File: src/rtl/spi_pkg.sv
// Shared constants, FSM encoding and a width helper for the SPI sector reader.
package spi_pkg;

  // SPI flash READ opcode and the length of opcode + 24-bit address.
  localparam logic [7:0]  READ_CMD = 8'h03;
  localparam int unsigned CMD_BITS = 32;

  typedef enum logic [2:0] {
    StIdle,
    StLoad,
    StCheck,
    StCmd,
    StData,
    StWrite,
    StSecChk,
    StFinish
  } state_e;

  // Counter width able to hold 0..n-1, never narrower than one bit.
  function automatic int unsigned cnt_width(input int unsigned n);
    return (n > 1) ? $clog2(n) : 1;
  endfunction

endpackage

File: src/rtl/spi_shift_engine.sv
// SCLK divider plus TX/RX shift registers. The FSM decides when the clock runs;
// this block only produces the edges and moves bits on them.
module spi_shift_engine
  import spi_pkg::*;
#(
  parameter int unsigned CLK_DIV = 2
) (
  input  logic        clk_i,
  input  logic        rst_i,
  input  logic        clear_i,     // abandon everything, SCLK low
  input  logic        load_i,      // start of a command phase
  input  logic        run_i,       // SCLK toggles while high, holds otherwise
  input  logic        shift_tx_i,  // advance MOSI on falling edges
  input  logic [31:0] tx_word_i,
  input  logic        miso_i,
  output logic        sclk_o,
  output logic        mosi_o,
  output logic        rise_o,
  output logic        fall_o,
  output logic [7:0]  rx_byte_o
);

  localparam int unsigned DivW = cnt_width(CLK_DIV);

  logic [DivW-1:0] div_q, div_d;
  logic            sclk_q, sclk_d;
  logic [31:0]     tx_q, tx_d;
  logic [7:0]      rx_q, rx_d;
  logic            tick;

  // A tick marks the last system cycle of an SCLK half-period.
  assign tick   = run_i && (div_q == DivW'(CLK_DIV - 1));
  assign rise_o = tick && !sclk_q;
  assign fall_o = tick && sclk_q;

  // Divider, SCLK level and shifters next-state.
  always_comb begin
    div_d  = div_q;
    sclk_d = sclk_q;
    tx_d   = tx_q;
    rx_d   = rx_q;
    if (clear_i) begin
      div_d  = '0;
      sclk_d = 1'b0;
      tx_d   = '0;
      rx_d   = '0;
    end else if (load_i) begin
      div_d  = '0;
      sclk_d = 1'b0;
      tx_d   = tx_word_i;
      rx_d   = '0;
    end else if (run_i) begin
      div_d = tick ? '0 : div_q + DivW'(1);
      if (tick) begin
        sclk_d = !sclk_q;
      end
      // Mode 0: sample on the rising edge, launch on the falling edge.
      if (rise_o) begin
        rx_d = {rx_q[6:0], miso_i};
      end
      if (fall_o && shift_tx_i) begin
        tx_d = {tx_q[30:0], 1'b0};
      end
    end
  end

  // Engine state registers.
  always_ff @(posedge clk_i) begin
    if (rst_i) begin
      div_q  <= '0;
      sclk_q <= 1'b0;
      tx_q   <= '0;
      rx_q   <= '0;
    end else begin
      div_q  <= div_d;
      sclk_q <= sclk_d;
      tx_q   <= tx_d;
      rx_q   <= rx_d;
    end
  end

  assign sclk_o    = sclk_q;
  assign mosi_o    = tx_q[31];
  assign rx_byte_o = rx_q;

endmodule

File: src/rtl/spi_sector_reader.sv
// Sequencer that reads sectorCount sectors from SPI flash into local memory,
// driving an external sector counter that owns the remaining-sector count.
module spi_sector_reader #(
  parameter int unsigned CLK_DIV      = 2,
  parameter int unsigned SECTOR_BYTES = 512,
  parameter int unsigned MEM_ADDR_W   = 16
) (
  input  logic                  clk_i,
  input  logic                  rst_i,
  input  logic                  start_i,
  input  logic                  abort_i,
  input  logic [7:0]            sectorCount_i,
  input  logic [23:0]           startAddr_i,
  input  logic                  finished_i,
  output logic                  initS_o,
  output logic                  ldS_o,
  output logic                  decS_o,
  output logic [7:0]            cntIn_o,
  output logic                  spiSclk_o,
  output logic                  spiCs_n_o,
  output logic                  spiMosi_o,
  input  logic                  spiMiso_i,
  output logic                  memWrite_o,
  output logic [MEM_ADDR_W-1:0] memAddr_o,
  output logic [7:0]            memData_o,
  output logic                  busy_o,
  output logic                  done_o
);

  import spi_pkg::*;

  localparam int unsigned     ByteW    = cnt_width(SECTOR_BYTES);
  localparam logic [ByteW-1:0] LastByte = ByteW'(SECTOR_BYTES - 1);

  state_e                  state_q, state_d;
  logic [7:0]              cnt_in_q, cnt_in_d;
  logic [23:0]             addr_q, addr_d;
  logic [MEM_ADDR_W-1:0]   mem_addr_q, mem_addr_d;
  logic [ByteW-1:0]        byte_cnt_q, byte_cnt_d;
  logic [4:0]              bit_cnt_q, bit_cnt_d;
  logic                    init_q, init_d;
  logic                    cs_n_q, cs_n_d;

  logic                    abort_act;
  logic                    last_byte;
  logic                    eng_load;
  logic                    eng_run;
  logic                    eng_shift_tx;
  logic                    eng_rise;
  logic                    eng_fall;
  logic [7:0]              rx_byte;

  assign abort_act    = abort_i && (state_q != StIdle);
  assign last_byte    = (byte_cnt_q == LastByte);
  assign eng_run      = ((state_q == StCmd) || (state_q == StData)) && !abort_act;
  assign eng_shift_tx = (state_q == StCmd);

  spi_shift_engine #(
    .CLK_DIV (CLK_DIV)
  ) u_engine (
    .clk_i      (clk_i),
    .rst_i      (rst_i),
    .clear_i    (abort_act),
    .load_i     (eng_load),
    .run_i      (eng_run),
    .shift_tx_i (eng_shift_tx),
    .tx_word_i  ({READ_CMD, addr_q}),
    .miso_i     (spiMiso_i),
    .sclk_o     (spiSclk_o),
    .mosi_o     (spiMosi_o),
    .rise_o     (eng_rise),
    .fall_o     (eng_fall),
    .rx_byte_o  (rx_byte)
  );

  // FSM next-state, counter updates and decoded strobes.
  always_comb begin
    state_d    = state_q;
    cnt_in_d   = cnt_in_q;
    addr_d     = addr_q;
    mem_addr_d = mem_addr_q;
    byte_cnt_d = byte_cnt_q;
    bit_cnt_d  = bit_cnt_q;
    init_d     = 1'b0;
    eng_load   = 1'b0;
    ldS_o      = 1'b0;
    decS_o     = 1'b0;
    memWrite_o = 1'b0;
    done_o     = 1'b0;

    unique case (state_q)
      StIdle: begin
        if (start_i) begin
          cnt_in_d   = sectorCount_i;
          addr_d     = startAddr_i;
          mem_addr_d = '0;
          byte_cnt_d = '0;
          bit_cnt_d  = '0;
          state_d    = StLoad;
        end
      end
      StLoad: begin
        ldS_o   = 1'b1;
        state_d = StCheck;
      end
      StCheck: begin
        // A zero-sector request finishes without ever touching the bus.
        if (finished_i) begin
          state_d = StFinish;
        end else begin
          eng_load  = 1'b1;
          bit_cnt_d = '0;
          state_d   = StCmd;
        end
      end
      StCmd: begin
        if (eng_fall) begin
          // Wraps to zero on the last command bit, ready for the data phase.
          bit_cnt_d = bit_cnt_q + 5'd1;
          if (bit_cnt_q == 5'(CMD_BITS - 1)) begin
            state_d = StData;
          end
        end
      end
      StData: begin
        if (eng_fall) begin
          bit_cnt_d = bit_cnt_q + 5'd1;
          if (bit_cnt_q == 5'd7) begin
            state_d = StWrite;
          end
        end
      end
      StWrite: begin
        memWrite_o = 1'b1;
        mem_addr_d = mem_addr_q + MEM_ADDR_W'(1);
        bit_cnt_d  = '0;
        if (last_byte) begin
          decS_o     = 1'b1;
          byte_cnt_d = '0;
          state_d    = StSecChk;
        end else begin
          byte_cnt_d = byte_cnt_q + ByteW'(1);
          state_d    = StData;
        end
      end
      StSecChk: begin
        // The flash keeps streaming, so no new command between sectors.
        state_d = finished_i ? StFinish : StData;
      end
      StFinish: begin
        done_o  = 1'b1;
        state_d = StIdle;
      end
      default: begin
        state_d = StIdle;
      end
    endcase

    // Abort wins over everything, including a pending byte write.
    if (abort_act) begin
      state_d    = StIdle;
      init_d     = 1'b1;
      eng_load   = 1'b0;
      mem_addr_d = mem_addr_q;
      byte_cnt_d = byte_cnt_q;
      ldS_o      = 1'b0;
      decS_o     = 1'b0;
      memWrite_o = 1'b0;
      done_o     = 1'b0;
    end

    // Registered chip select follows the state being entered.
    cs_n_d = !((state_d == StCmd) || (state_d == StData) ||
               (state_d == StWrite) || (state_d == StSecChk));
  end

  // FSM state, latches and counters.
  always_ff @(posedge clk_i) begin
    if (rst_i) begin
      state_q    <= StIdle;
      cnt_in_q   <= '0;
      addr_q     <= '0;
      mem_addr_q <= '0;
      byte_cnt_q <= '0;
      bit_cnt_q  <= '0;
      init_q     <= 1'b0;
      cs_n_q     <= 1'b1;
    end else begin
      state_q    <= state_d;
      cnt_in_q   <= cnt_in_d;
      addr_q     <= addr_d;
      mem_addr_q <= mem_addr_d;
      byte_cnt_q <= byte_cnt_d;
      bit_cnt_q  <= bit_cnt_d;
      init_q     <= init_d;
      cs_n_q     <= cs_n_d;
    end
  end

  assign initS_o   = init_q;
  assign cntIn_o   = cnt_in_q;
  assign spiCs_n_o = cs_n_q;
  assign memAddr_o = mem_addr_q;
  assign memData_o = rx_byte;
  assign busy_o    = (state_q != StIdle);

endmodule

File: config.mk
export PLATFORM = sky130hd
export DESIGN_NAME = spi_sector_reader
export DESIGN_NICKNAME = d
export VERILOG_FILES = /design/src/rtl/spi_pkg.sv /design/src/rtl/spi_shift_engine.sv /design/src/rtl/spi_sector_reader.sv
export SDC_FILE = /design/constraint.sdc
export NUM_CORES = 1
export LEC_CHECK = 0
export CAP_MARGIN = 20
export CORE_MARGIN = 2
export CORE_UTILIZATION = 53
export DETAILED_ROUTE_END_ITERATION = 16
export MAX_ROUTING_LAYER = met4
export PLACE_DENSITY = 0.79
export SLEW_MARGIN = 20
export SYNTH_ARGS = -nofsm -noshare
export SYNTH_HDL_FRONTEND = slang
export SYNTH_HIERARCHICAL = 1
export SYNTH_SLANG_ARGS = --single-unit
File: constraint.sdc
create_clock -name clk_i -period 3.05 [get_ports clk_i]
set_clock_uncertainty 0.15 [all_clocks]
set_input_delay 0.61 -clock clk_i [delete_from_list [all_inputs] [get_ports clk_i]]
set_output_delay 0.61 -clock clk_i [all_outputs]
set_load 0.02 [all_outputs]
==> impl_results.md <==
* Hold/Removal Path Class: reg2reg
* Root buffer cell: clkbuf_8
* Tot Pwr at 0.002624 W
* P_leak at 2.198 nW
* Hold Startpoint: addr_q[2]
* Syn Area/Cell at 8.674 um2
* Area of the die at 9981 um2
* Die Y at 99.91 um
* Dpl cells at 728
* Initial antenna violation count at 0
* CP delay by family, top: buffers and inverters
* Drt first pass iters at 4
* Clk buf depth at 2
* Setup violators final at 0
* Chip width at 99.91 um
* Layout cells sized above 1 at 0.1055
* Initial Util at 0.5536
* Setup_tns at 0 ns
* CP required at 2.29 ns
* Total GRT Usage at 0.2138
* DR WL/cell at 13.61 um
* Largest net degree at the start of global routing at 97
* Crit Path Max Fanout at 4
* CP max-delay cell: clkdlybuf4s50_1
* Cell Area, Synth at 4875 um2
* Nets at 674
* Diodes inserted at 0
* Most used cell, CP: clkdlybuf4s50_1
* GR peak layer: met2
* Outcome: finished, final reports clean
* Antenna Nets Post-Route at 0
* CTS clk-pin slew, worst paths at 0.09 ns
* Non-filler cells, final at 743
* Global-route wire length before repair at 17.33 mm
* H-tree depth at 3
* Cells after Synth at 562
* Worst setup path class: in2out
* Post-CTS Setup Inserts at 0
* Crit path capture type: primary output
* Global routing usage on met1 at 0.2710
* Met2 GRT Util at 0.3482
* Critical path startpoint category: input port
* Hold Slack at 0.3112 ns
* WP buf/inv at 2
* Row cnt at 34
* Total Wirelength at 10.11 mm
* Finished Cell Area at 5963 um2
* Syn-to-layout area delta at 22.33%
* Post-DR vias/cell at 5.460
* Max_slew headroom at 0.5626
* Slew at the pin closest to its max-slew limit at 0.6505 ns
* Hold endpoint: addr_q[2]
* Register-to-register setup slack at 0.49 ns
* CTS tree: yes
* Worst-path cell chain: clkdlybuf4s50_1 -> nand3b_2 -> nor2_1 -> clkdlybuf4s50_1
* R2R depth at 9
* Vias in the first global route at 3893
* Fin crit period at 2.905 ns
* GR Util met3 at 0.04596
* Area of placed instances at 5772 um2
* Hold Crit Depth at 2
* I/O pins at 79
* GRT overflow at 0
* Slew Limit Fails at 0
* Critical Path AT at 2.14 ns
* R2r startpoint: state_q[2]
* CP max stage delay at 0.62 ns
* Vias at 4057
* RSZ-0062 raised after global routing: false
* Fmax at 344.2 MHz
* Routability congestion estimate at 0.9116
* # fillers at 728
* Core ar. at 8806 um2
* DRC Markers at 0
* Cts bufs inserted at 9
* Endpoints failing hold at 0
* Fin crit share at 0.9524
* Clock latency on the worst-skew pair at 0.37 ns
* Reg-to-Reg End: spiCs_n_o
* Pwr Density at 440.1 nW/um2
* Max Cap Viol at 0
* Initial DRC Count at 214
* Crit path depth at 4
* Post-DP HPWL at 6.762 mm
* Yosys warnings at 6
* Clk sinks at 109
* Worst VDD drop at 0.2500 mV
* I/O Buffers at 78
[placed cells by master, fill, tap and decap left out, types with 2 or more instances in the layout]
cell and instances:
nor4_2 30, a21oi_1 43, or2_2 2, nand2_1 81, xor2_1 18, o31ai_1 2
buf_4 13, nor4_1 2, nand4_1 10, nor3_1 64, a2111oi_4 2, ha_1 5
mux2i_1 11, o21ai_0 6, xnor2_1 4, nor2b_1 36, a21o_1 3, nand3_1 9
clkbuf_8 10, conb_1 8, clkdlybuf4s50_1 77, and4_1 3, inv_1 4, a31oi_1 3
dfxtp_1 108, clkbuf_1 2, nand2b_1 3, a211oi_1 2, nor2_1 44, and3_1 4
buf_12 3, nand3b_1 4, or3_1 3
[where the power goes]
group / internal, W / switching [W]
Combinational: 0.000125 / 0.000153
Sequential: 0.00146 / 0.0000258
Clock: 0.000400 / 0.000458
[worst max-delay path by stage]
stage	start	to	slack, ns
2_1_floorplan	state_q[0]	bit_cnt_q[3]	0.70
3_3_place_gp	abort_i	memWrite_o	0.14
3_5_place_dp	abort_i	memWrite_o	0.13
4_1_cts	abort_i	memWrite_o	0.13
5_1_grt	abort_i	memWrite_o	0.08
6_report	abort_i	memWrite_o	0.15
[repair_timing]
action | in CTS | in global routing
resized for setup | 1 | 1
hold buffers | 0 | 0
endpoints found under the setup margin | 1 | 1
[sequential cells by signal (all words and copies together), names as in the netlist]
register / count
u_engine/sclk_o: 1
spiCs_n_o: 1
memAddr_o: 16
state_q: 3
u_engine/div_q: 1
u_engine/tx_q: 32
u_engine/rx_byte_o: 8
bit_cnt_q: 5
cntIn_o: 8
addr_q: 24
initS_o: 1
byte_cnt_q: 9
[metal layers]
layer / wire (um) / up-vias
met1: 4750 / 1894
met4: 106 / 0
met2: 4876 / 91
met3: 375 / 12
li1: - / 2060
met5: 0 / -
[tightest hold or removal path: stages (launching register included)]
cell and delay [ns]:
dfxtp_1 0.32, nand2_1 0.05, a21oi_1 0.05
[through the flow]
step                        util  setup slack [ns]
after floorplan                -            0.7044
after global placement    0.6554            0.1364
after detailed placement  0.6554            0.1330
after CTS                 0.6770            0.1305
after global routing      0.6772           0.07848
final                     0.6772            0.1451
[cell type report]
| type | instances | area, um2 | area share |
|---|---|---|---|
| Clock buffer | 12 | 145.1 | 0.02434 |
| Clock inverter | 3 | 46.29 | 0.007763 |
| Inverter | 4 | 15.01 | 0.002518 |
| Multi-Input combinational cell | 413 | 2501 | 0.4194 |
| Sequential cell | 109 | 2183 | 0.3661 |
| Tap cell | 108 | 135.1 | 0.02266 |
| Timing Repair Buffer | 94 | 937.1 | 0.1572 |
(Power assumes the default switching activity.)
